$ cat src/rtl/motor_ramp_ctrl_pkg.sv
// ============================================================================
// Module   : motor_ctrl_pkg
// Brief    : Shared types and constants for the motor ramp sequencer.
//            MOTOR_RAMP_CTRL_ESTOP_EN adds the emergency-stop state.
// Revision : 1.0 - initial release
// ============================================================================
`default_nettype none

package motor_ctrl_pkg;

    localparam logic [1:0] SPD_OFF = 2'b00;
    localparam logic [1:0] SPD_25  = 2'b01;
    localparam logic [1:0] SPD_50  = 2'b10;
    localparam logic [1:0] SPD_75  = 2'b11;

    localparam logic DIR_FWD = 1'b0;
    localparam logic DIR_REV = 1'b1;

`ifdef MOTOR_RAMP_CTRL_ESTOP_EN
    typedef enum logic [2:0] {
        ST_HOLD      = 3'd0,
        ST_RAMP_UP   = 3'd1,
        ST_RAMP_DOWN = 3'd2,
        ST_DEAD      = 3'd3,
        ST_ESTOP     = 3'd4
    } ramp_state_t;
`else
    typedef enum logic [1:0] {
        ST_HOLD      = 2'd0,
        ST_RAMP_UP   = 2'd1,
        ST_RAMP_DOWN = 2'd2,
        ST_DEAD      = 2'd3
    } ramp_state_t;
`endif

    // One speed-code step in the requested direction, clamped at the code range ends.
    function automatic logic [1:0] speed_step(input logic [1:0] cur, input logic up);
        logic [1:0] res;
        res = cur;
        if (up && (cur != SPD_75)) begin
            res = cur + 2'd1;
        end else if (!up && (cur != SPD_OFF)) begin
            res = cur - 2'd1;
        end
        return res;
    endfunction

endpackage

`default_nettype wire

$ cat src/rtl/motor_ramp_ctrl_if.sv
// ============================================================================
// Module   : motor_ramp_ctrl_if
// Brief    : Speed/direction command handshake between requester and sequencer.
// Revision : 1.0 - initial release
// ============================================================================
`default_nettype none

interface motor_ramp_ctrl_if;
    import motor_ctrl_pkg::*;

    logic       cmd_valid;
    logic       cmd_ready;
    logic [1:0] cmd_speed;
    logic       cmd_dir;

    modport master (
        output cmd_valid,
        output cmd_speed,
        output cmd_dir,
        input  cmd_ready
    );

    modport slave (
        input  cmd_valid,
        input  cmd_speed,
        input  cmd_dir,
        output cmd_ready
    );
endinterface

`default_nettype wire

$ cat src/rtl/motor_step_timer.sv
// ============================================================================
// Module   : motor_step_timer
// Brief    : Clearable up-counter with runtime terminal value and one-cycle tc.
// Revision : 1.0 - initial release
// ============================================================================
`default_nettype none

module motor_step_timer #(
    parameter int CNT_W = 24
) (
    input  logic             clk,
    input  logic             rst,
    input  logic             clr,
    input  logic             en,
    input  logic [CNT_W-1:0] term,
    output logic             tc
);
    logic [CNT_W-1:0] r_count;

    always_ff @(posedge clk) begin
        if (rst) begin
            r_count <= '0;
        end else if (clr) begin
            r_count <= '0;
        end else if (en) begin
            r_count <= r_count + CNT_W'(1);
        end
    end

    // The owner clears on tc, so this stays a single-cycle pulse.
    assign tc = en && (r_count == term);
endmodule

`default_nettype wire

$ cat src/rtl/motor_ramp_ctrl.sv
// ============================================================================
// Module   : motor_ramp_ctrl
// Brief    : Soft-start/soft-stop sequencer for the PWM motor driver control
//            word, with dead time before reversal. Optional MOTOR_RAMP_CTRL_ESTOP_EN.
// Revision : 1.0 - initial release
// ============================================================================
`default_nettype none

module motor_ramp_ctrl
    import motor_ctrl_pkg::*;
#(
    parameter int STEP_CYCLES = 4,
    parameter int DEAD_CYCLES = 8,
    parameter int CNT_W       = 24
) (
    input  logic               clk,
    input  logic               rst,
`ifdef MOTOR_RAMP_CTRL_ESTOP_EN
    input  logic               estop,
`endif
    motor_ramp_ctrl_if.slave   cmd,
    output logic [2:0]         psw,
    output logic [1:0]         cur_speed,
    output logic               busy
);
    localparam logic [CNT_W-1:0] c_step_term = CNT_W'(STEP_CYCLES - 1);
    localparam logic [CNT_W-1:0] c_dead_term = CNT_W'(DEAD_CYCLES - 1);

    generate
        if ((STEP_CYCLES < 1) || (DEAD_CYCLES < 1) || (CNT_W < 1) || (CNT_W > 62) ||
            (longint'(STEP_CYCLES - 1) > ((longint'(1) << CNT_W) - 1)) ||
            (longint'(DEAD_CYCLES - 1) > ((longint'(1) << CNT_W) - 1))) begin : g_bad_param
            $error("motor_ramp_ctrl: STEP_CYCLES/DEAD_CYCLES must be >=1 and fit in CNT_W bits");
        end
    endgenerate

    ramp_state_t      r_state;
    ramp_state_t      w_state_nxt;
    logic [1:0]       r_cur_speed;
    logic [1:0]       w_speed_nxt;
    logic             r_cur_dir;
    logic             w_dir_nxt;
    logic [1:0]       r_tgt_speed;
    logic [1:0]       w_tgt_speed_nxt;
    logic             r_tgt_dir;
    logic             w_tgt_dir_nxt;
    logic             r_rev;
    logic             w_rev_nxt;

    logic             w_accept;
    logic             w_timer_clr;
    logic             w_timer_en;
    logic [CNT_W-1:0] w_term;
    logic             w_tc;
    logic [1:0]       w_spd_up;
    logic [1:0]       w_spd_dn;
    logic [1:0]       w_floor;
    logic             w_estop;

`ifdef MOTOR_RAMP_CTRL_ESTOP_EN
    assign w_estop = estop;
`else
    assign w_estop = 1'b0;
`endif

    assign w_accept   = cmd.cmd_valid && (r_state == ST_HOLD) && !w_estop;
    assign w_timer_en = (r_state == ST_RAMP_UP) || (r_state == ST_RAMP_DOWN) ||
                        (r_state == ST_DEAD);
    assign w_term     = (r_state == ST_DEAD) ? c_dead_term : c_step_term;
    assign w_spd_up   = speed_step(r_cur_speed, 1'b1);
    assign w_spd_dn   = speed_step(r_cur_speed, 1'b0);
    // A reversal ramps down all the way to off, regardless of the new target.
    assign w_floor    = r_rev ? SPD_OFF : r_tgt_speed;

    motor_step_timer #(
        .CNT_W (CNT_W)
    ) u_timer (
        .clk  (clk),
        .rst  (rst),
        .clr  (w_timer_clr),
        .en   (w_timer_en),
        .term (w_term),
        .tc   (w_tc)
    );

    always_ff @(posedge clk) begin
        if (rst) begin
            r_state     <= ST_HOLD;
            r_cur_speed <= SPD_OFF;
            r_cur_dir   <= DIR_FWD;
            r_tgt_speed <= SPD_OFF;
            r_tgt_dir   <= DIR_FWD;
            r_rev       <= 1'b0;
        end else begin
            r_state     <= w_state_nxt;
            r_cur_speed <= w_speed_nxt;
            r_cur_dir   <= w_dir_nxt;
            r_tgt_speed <= w_tgt_speed_nxt;
            r_tgt_dir   <= w_tgt_dir_nxt;
            r_rev       <= w_rev_nxt;
        end
    end

    always_comb begin
        w_state_nxt     = r_state;
        w_speed_nxt     = r_cur_speed;
        w_dir_nxt       = r_cur_dir;
        w_tgt_speed_nxt = r_tgt_speed;
        w_tgt_dir_nxt   = r_tgt_dir;
        w_rev_nxt       = r_rev;
        w_timer_clr     = 1'b0;

        case (r_state)
            ST_HOLD: begin
                if (w_accept) begin
                    w_tgt_speed_nxt = cmd.cmd_speed;
                    w_tgt_dir_nxt   = cmd.cmd_dir;
                    w_timer_clr     = 1'b1;
                    w_rev_nxt       = 1'b0;
                    if (cmd.cmd_dir != r_cur_dir) begin
                        if (r_cur_speed != SPD_OFF) begin
                            w_rev_nxt   = 1'b1;
                            w_state_nxt = ST_RAMP_DOWN;
                        end else begin
                            w_dir_nxt   = cmd.cmd_dir;
                            w_state_nxt = ST_DEAD;
                        end
                    end else if (cmd.cmd_speed > r_cur_speed) begin
                        w_state_nxt = ST_RAMP_UP;
                    end else if (cmd.cmd_speed < r_cur_speed) begin
                        w_state_nxt = ST_RAMP_DOWN;
                    end
                end
            end

            ST_RAMP_UP: begin
                if (r_cur_speed >= r_tgt_speed) begin
                    w_state_nxt = ST_HOLD;
                end else if (w_tc) begin
                    w_speed_nxt = w_spd_up;
                    w_timer_clr = 1'b1;
                    if (w_spd_up == r_tgt_speed) begin
                        w_state_nxt = ST_HOLD;
                    end
                end
            end

            ST_RAMP_DOWN: begin
                if (w_tc) begin
                    w_speed_nxt = w_spd_dn;
                    w_timer_clr = 1'b1;
                    if (w_spd_dn <= w_floor) begin
                        if (r_rev) begin
                            w_dir_nxt   = r_tgt_dir;
                            w_rev_nxt   = 1'b0;
                            w_state_nxt = ST_DEAD;
                        end else begin
                            w_state_nxt = ST_HOLD;
                        end
                    end
                end
            end

            ST_DEAD: begin
                w_speed_nxt = SPD_OFF;
                if (w_tc) begin
                    w_timer_clr = 1'b1;
                    w_state_nxt = (r_tgt_speed != SPD_OFF) ? ST_RAMP_UP : ST_HOLD;
                end
            end

`ifdef MOTOR_RAMP_CTRL_ESTOP_EN
            ST_ESTOP: begin
                w_speed_nxt = SPD_OFF;
                if (!w_estop) begin
                    w_state_nxt = ST_HOLD;
                end
            end
`endif

            default: begin
                w_state_nxt = ST_HOLD;
            end
        endcase

`ifdef MOTOR_RAMP_CTRL_ESTOP_EN
        // Emergency stop cuts the drive immediately and discards any ramp in flight.
        if (w_estop) begin
            w_state_nxt = ST_ESTOP;
            w_speed_nxt = SPD_OFF;
            w_dir_nxt   = r_cur_dir;
            w_rev_nxt   = 1'b0;
            w_timer_clr = 1'b1;
        end
`endif
    end

    assign cmd.cmd_ready = (r_state == ST_HOLD);
    assign busy          = (r_state != ST_HOLD);
    assign cur_speed     = r_cur_speed;
    assign psw           = {r_cur_dir, r_cur_speed};
endmodule

`default_nettype wire

$ cat src/flat_wrapper.sv
// flat-port wrapper written by rule: the top's interface ports become plain ports
module motor_ramp_ctrl_flat import motor_ctrl_pkg::*;
#(
    parameter int STEP_CYCLES = 4,
    parameter int DEAD_CYCLES = 8,
    parameter int CNT_W       = 24
)
  (clk, rst, psw, cur_speed, busy, cmd_cmd_valid, cmd_cmd_speed, cmd_cmd_dir, cmd_cmd_ready);
  motor_ramp_ctrl_if cmd_i ();
  input  logic clk;
  input  logic rst;
  output logic [2:0] psw;
  output logic [1:0] cur_speed;
  output logic busy;
  input wire logic [$bits(cmd_i.cmd_valid)-1:0] cmd_cmd_valid;
  input wire logic [$bits(cmd_i.cmd_speed)-1:0] cmd_cmd_speed;
  input wire logic [$bits(cmd_i.cmd_dir)-1:0] cmd_cmd_dir;
  output wire logic [$bits(cmd_i.cmd_ready)-1:0] cmd_cmd_ready;
  assign cmd_i.cmd_valid = cmd_cmd_valid;
  assign cmd_i.cmd_speed = cmd_cmd_speed;
  assign cmd_i.cmd_dir = cmd_cmd_dir;
  assign cmd_cmd_ready = cmd_i.cmd_ready;
  motor_ramp_ctrl #(.STEP_CYCLES(STEP_CYCLES), .DEAD_CYCLES(DEAD_CYCLES), .CNT_W(CNT_W)) u_core (.clk(clk), .rst(rst), .cmd(cmd_i), .psw(psw), .cur_speed(cur_speed), .busy(busy));
endmodule
$ cat config.mk
export PLATFORM = sky130hd
export DESIGN_NAME = motor_ramp_ctrl_flat
export DESIGN_NICKNAME = d
export VERILOG_FILES = /design/src/rtl/motor_ramp_ctrl_pkg.sv /design/src/rtl/motor_ramp_ctrl_if.sv /design/src/rtl/motor_step_timer.sv /design/src/rtl/motor_ramp_ctrl.sv /design/src/flat_wrapper.sv
export SDC_FILE = /design/constraint.sdc
export NUM_CORES = 1
export LEC_CHECK = 0
export BUFFER_PORTS_ARGS = -buffer_cell sky130_fd_sc_hd__buf_4
export CAP_MARGIN = 20
export CORE_MARGIN = 10
export CORE_UTILIZATION = 45
export CTS_CLUSTER_DIAMETER = 100
export DETAILED_ROUTE_END_ITERATION = 16
export MAX_ROUTING_LAYER = met4
export PLACE_DENSITY = 0.63
export SLEW_MARGIN = 20
export SYNTH_ARGS = -nofsm -noshare
export SYNTH_HDL_FRONTEND = slang
export SYNTH_SLANG_ARGS = --single-unit
$ cat constraint.sdc
create_clock -name clk -period 2.2 [get_ports clk]
set_input_delay 0.22 -clock clk [delete_from_list [all_inputs] [get_ports clk]]
set_output_delay 0.22 -clock clk [all_outputs]
set_load 0.05 [all_outputs]
# Word-level counts from Yosys, hierarchy flattened
# Cells that the tools add are included.
# classes
n_reduce_logical	17
magnitude_cmp	4
eq_ne	19
addsub	3
n_mux	39
# ops
operator	n
two-way mux 2 bit	17
adder 24 x 1 -> 24 bit (second input constant)	1
== test 24 bit	1
two-way mux 1 bit	16
inequality test 2 bit (second input constant)	7
AND reduction 7 bit	2
case mux 2 bit (4 select lines)	1
AND reduction 4 bit	2
nonzero test 2 bit	4
inequality test 2 x 1 -> 1 bit (second input constant)	3
inequality test 3 bit (second input constant)	2
case mux 2 bit (3 select lines)	1
== test 2 bit (second input constant)	2
inequality test 4 x 1 -> 1 bit (second input constant)	1
case mux 1 bit (2 select lines)	2
OR reduction 2 bit	2
two-way mux 3 bit	1
case mux 1 bit (3 select lines)	1
nonzero test 3 bit	1
adder 2 x 1 -> 2 bit (second input constant)	1
== test 2 x 1 -> 1 bit (second input constant)	1
== test 2 bit	1
greater-or-equal comparator 2 bit	1
> comparator 2 bit	1
other kinds (8)	10
# word_totals
elab_cells	89
out_inout_bits	7
in_bits	6
ff_bits	33

# Depth between registers and ports, before layout
# depth
ltp_word	8
mapped_depth	9

# Hierarchy
# Synthesis repeated with hierarchy kept, for this count alone.
# hier_totals
hier_cells	273
area_unflattened_um2	2247.2
# modules_own_cells
mod	seq_area_each_um2	instances	area_each_um2	cells_each
motor_step_timer	480.5	1	1441.4	166
motor_ramp_ctrl	180.2	1	805.8	107

# Worst setup path before layout
# No wires, ideal clock.
# synth_timing
path_type	register to register
from	reg u_core.r_cur_speed[0] (netlist: u_core.cur_speed[0])
to	reg u_core.u_timer.r_count[16]
period_less_slack_ns	2.409
setup_slack_ns	-0.209
path_buffers	2
stages_incl_launch_ff	10
arrival_time_ns	2.345
path_cell_list	dfxtp_1 -> clkbuf_1 -> inv_1 -> ha_1 -> nand2b_1 -> a21oi_1 -> o2111a_2 -> a211o_2 -> buf_6 -> nor2_1
# synth_via
elab_chain_len	4
# synth_lines
element	line_no	rtl
start: declaration	motor_ramp_ctrl.sv:39	logic [1:0] r_cur_speed;
start signal: assignment	motor_ramp_ctrl.sv:96	r_cur_speed <= w_speed_nxt;
greater-or-equal comparator 2 bit	motor_ramp_ctrl.sv:137	if (r_cur_speed >= r_tgt_speed) begin
two-way mux 1 bit	motor_ramp_ctrl.sv:137	
case mux 1 bit (3 select lines)	motor_ramp_ctrl.sv:113	case (r_state)
OR reduction 2 bit (no source line)	n/a	
end signal: assignment	motor_step_timer.sv:26	r_count <= r_count + CNT_W'(1);
end: declaration	motor_step_timer.sv:18	logic [CNT_W-1:0] r_count;
# Every way passes these cells.
# A chain may end at the register's enable or synchronous reset.

# Worst setup path in the final report
# layout_timing
from	reg u_core.r_cur_speed[1] (netlist: u_core.cur_speed[1])
to	reg u_core.r_state[0]
# layout_via
elab_chain_len	5
elab_cells_between_ends	22
# layout_lines
element	line_no	rtl
subtractor 2 x 1 -> 2 bit (tied with other cells)	motor_ramp_ctrl_pkg.sv:43	res = cur - 2'd1;
two-way mux 2 bit (tied with other cells)	motor_ramp_ctrl_pkg.sv:42	end else if (!up && (cur != SPD_OFF)) begin
<= comparator 2 bit (tied with other cells)	motor_ramp_ctrl.sv:152	if (w_spd_dn <= w_floor) begin
inequality test 2 bit (no source line) (tied with other cells)	n/a	
AND reduction 7 bit (no source line) / case mux 2 bit (4 select lines) (equally long branches)	n/a	
end signal: assignment	motor_ramp_ctrl.sv:95	r_state <= w_state_nxt;
end: declaration	motor_ramp_ctrl.sv:37	ramp_state_t r_state;
# Parallel ways exist; a longest one is shown, timed or not. The select of a mux whose other input is x is not followed.

==> results.md <==
STA:
- The relative max-transition margin is 0.713.
- The total count of max-transition violations in the final report was 0.
- The tightest hold path in the finished design has a slack of 0.195 ns.
- At the pin with the least slew margin, the transition time is 0.426 ns.
- The final clock period utilization by the worst path is 0.904.
- The worst path in the final design needs a cycle of 1.99 ns, including I/O delays and setup.
- The number of setup violations in the final report is 0.
- The peak clock frequency supported by timing is 503 MHz.
- The worst clock skew on the final layout is 0.0120 ns.
- Setup repair after global routing left no endpoint under its margin.
- The count of final hold-check violations is 0.
- In the final timing run, aggregate negative setup slack is 0 ns.

Power and ir drop:
- The standby leakage power is 0.784 nW.
- The overall power consumption is 1.87 mW.
- The power density over the cells is 862 nW/um^2.
- The worst-case IR drop observed on VDD is 910 uV.

CTS:
- The clock tree from TritonCTS is done.
- The clock root buffer is clkbuf_8.
- At the later pin of the worst-skew pair, clock insertion delay measures 0.28 ns.
- The buffer depth of the longest clock path is 2.
- The number of H-tree levels is 2.
- The number of setup buffers added after CTS is 0.
- The total CTS buffers is 5.
- The clock slew seen by the registers of the worst setup and hold paths is 0.08 ns.
- The number of sinks on the clock net is 33.

Hold path:
- The class of the tightest hold or removal check is primary input to flip-flop.

Worst setup path:
- The end of the worst register-to-register path is u_core.r_state[0].
- At the worst endpoint, the required time is 2.37 ns.
- STA puts the critical path data arrival time at 2.16 ns.
- The largest individual stage delay along the critical path comes from the cell dfxtp_2.
- The maximum cell stage delay along the critical path is 0.42 ns.
- Across all register-to-register paths, the minimum setup slack is 0.21 ns.
- The signal on the critical path passes through inv_1 -> buf_4 -> ha_1 -> nor2b_1 -> o211ai_1 -> a21o_1 -> o221a_2 -> nor3_1.
- Counting cells, the worst reg-to-reg path comes to 8.
- Along the worst path, the maximum fanout reaches 9.
- The critical path startpoint is u_core.cur_speed[1].
- The type of the worst setup path is flip-flop to flip-flop.
- STA classifies the critical path endpoint as a flip-flop.
- The worst setup path is launched from a flip-flop.
- The family with the most delay on the worst path is compound AO/OA/AOI/OAI gates.
- The startpoint identified for the worst register-to-register timing path is u_core.cur_speed[1].
- Following the worst setup path forward leads to its endpoint at u_core.r_state[0].
- In this run the number of cells on the critical path is 8.
- The critical path contains buffers and inverters numbering 2 combined.

Logic synthesis:
- The total number of yosys warnings is 0.
- The share of synthesized registers carrying an async set or reset is 0.
- The most used flip-flop cell after synthesis is dfxtp_1.
- The share of the Yosys chip area taken by registers is 0.345.
- The biggest area contributor in the post-synthesis netlist is dfxtp_1.
- The cell area after technology mapping is 1920 sq um.
- Counting every net in the synthesized netlist gives 237.
- After synthesis, the cell types taking the most area are dfxtp_1, nor2_1, xor2_1, xnor2_1, ha_1.
- The post-synthesis cell type count is 55.
- Synthesis inferred 33 register bits.
- The average cell area after synthesis is 8.56 sq um.
- In this run, synthesis inferred 0 flip-flops with an integrated enable.
- The fraction of post-synthesis cell area in the top cell type by area is 0.345.
- Synthesis handed over a netlist of 224 instances.

Placed design:
- The total half-perimeter wirelength after legalization and detailed placement is 3070 um.
- Routability-driven placement finished with a final weighted congestion of 0.928.
- Port buffering added 12 buffers.

Floorplan:
- The number of top-level pins is 13.
- The placement row count is 23.
- The floorplan step defined a die boundary enclosing 7270 sq um.
- The floorplan step set the die height to 85.3 um.
- The core footprint is 4060 sq um.
- For this configuration, the core starts out at a cell density of 0.472.
- The horizontal die dimension is 85.3 um.

Global routing:
- The initial antenna violation count came to 0.
- The global-route wire length before repair is 7430 um.
- For met1 alone, demand over resource in global routing was 0.170.
- For met3 alone, demand over resource in global routing was 0.0344.
- For this run, global-route usage on met2 was measured as 0.170.
- The global-route congestion overflow total is 0.
- In this run the most used layer during global routing was met1.
- Across every metal layer, demand over resource in global routing totals 0.124.
- The largest net degree at the start of global routing is 24.
- The via count of the first global-routing pass is 1,532.

Status:
- The flow ran to the end, and the final reports show no timing, DRC or antenna violations.

Routing:
- Before antenna repair, the detailed router went through 4 iterations.
- The per-cell routed wire length is 14.2 um.
- The overall via count from detail_route is 1,606.
- The DRC violation total after the first TritonRoute iteration is 48.
- Dividing the detail-routed via count by the number of cells gives 5.54.
- After detailed routing, the total wire length is 4130 um.
- The remaining routing DRC violations is 0.
- The remaining antenna violation count is 0.

Finish:
- The net count of the finished layout is 252.
- The layout cell share with drive strength beyond 1 is 0.192.
- The area growth from synthesis to layout is 13.0%.
- The number of antenna diodes in the final layout is 0.

Job:
- Across the run, the number of max-cap violations was 0.
==> worst min path at each step <==
stage | start | end | slack [ns] | cells past startpoint
floorplan | cmd_cmd_dir | u_core.r_tgt_dir | 0.36 | 2
global placement | u_core.u_timer.r_count[1] | u_core.u_timer.r_count[1] | 0.47 | 2
detailed placement | u_core.u_timer.r_count[1] | u_core.u_timer.r_count[1] | 0.48 | 2
CTS | rst | u_core.r_tgt_speed[1] | 0.19 | 2
global route | rst | u_core.r_tgt_speed[1] | 0.20 | 2
finish | rst | u_core.r_tgt_speed[1] | 0.20 | 2
==> flip-flops by register name, summed over array words and instances, names as in the netlist <==
name                    flops
u_core.r_tgt_speed          2
u_core.r_rev                1
u_core.r_tgt_dir            1
u_core.u_timer.r_count     24
u_core.r_cur_dir            1
u_core.r_state              2
u_core.cur_speed            2
==> Yosys cell counts, types with 2 or more instances <==
library cell and count:
dfxtp_1 33, nand2b_1 3, a21oi_1 9, nand4_1 6
nand3_1 7, buf_2 2, nor3_1 6, xor2_1 12
o21ai_0 2, and4_1 2, ha_1 7, inv_1 8
nor4_1 6, nor2_1 30, and3_2 2, nor2_2 2
mux2i_1 4, o211ai_1 5, nor2b_1 3, buf_6 2
buf_4 3, xnor2_1 11, nand4_2 2, nor4_2 2
nand2_1 19, and3_1 2, o2111ai_1 2, clkbuf_1 4
nor3b_1 2
==> layer usage <==
metal,share of wire,vias to the layer above
met5,0,-
met4,0.0058,0
met3,0.047,2
met2,0.43,36
met1,0.52,737
li1,-,831
==> final cells by class <==
cell class                 instances  area [sq um]
sequential                        33           663
clock inverter                     3          17.5
clock buffer                       5          68.8
tap                               50          62.6
timing repair buffer              19           155
multi-input combinational        171          1160
inverter                           9          33.8
fill                             403          1890
==> placed cells by master, fill, tap and decap left out, types with 3 or more instances in the layout <==
master    synthesis  layout
nand4_1           6       6
nor2b_1           3       3
inv_1             8       8
ha_1              7       7
nand2b_1          3       3
dfxtp_1          33      31
buf_4             3      18
nor4_1            6       5
a21oi_1           9       9
nor4_2            2       3
xnor2_1          11      11
xor2_1           12      12
nand3_1           7       7
nand2_1          19      19
o211ai_1          5       5
mux2i_1           4       4
clkbuf_8          0       5
nor2_1           30      30
nor3_1            6       6
==> repair_timing <==
action	4_1_cts	5_1_grt
hold endpoints to repair	0	0
hold buffers	0	0
endpoints found under the setup margin	0	2
resized for setup	0	2
==> power by group <==
part | switching [mW] | leakage (nW) | total [mW] | internal, mW
sequential | 0.0618 | 0.268 | 0.705 | 0.643
combinational | 0.450 | 0.472 | 0.717 | 0.266
clock | 0.227 | 0.0439 | 0.446 | 0.218
total | 0.740 | 0.784 | 1.87 | 1.13
==> worst register-to-register path, delay by kind of cell (launching register included) <==
| family | cells | cell delay [ns] |
|---|---|---|
| AOI/OAI and AO/OA | 3 | 0.57 |
| adders and majority gates | 1 | 0.30 |
| buffers and inverters | 2 | 0.23 |
| DFF | 1 | 0.42 |
| and+or+nand+nor | 2 | 0.37 |
==> metrics by stage <==
stage / cells / utilization / area, sq um / worst slack (ns)
2_1_floorplan: 224 / - / 1920 / 0.0443
3_3_place_gp: 282 / 0.509 / 2070 / 0.231
3_5_place_dp: 282 / 0.509 / 2070 / 0.229
4_1_cts: 290 / 0.531 / 2150 / 0.193
5_1_grt: 290 / 0.534 / 2170 / 0.0433
6_report: 290 / 0.534 / 2170 / 0.212
==> logic make-up after synthesis <==
| family | Yosys count | synth area share |
|---|---|---|
| adders and majority gates | 7 | 0.0457 |
| xor gates and xnor gates | 23 | 0.105 |
| and+or+nand+nor | 102 | 0.290 |
| buffers and inverters | 20 | 0.0542 |
| DFF | 33 | 0.345 |
| muxes | 4 | 0.0209 |
| AOI/OAI and AO/OA | 35 | 0.139 |
(Power assumes the default switching activity.)
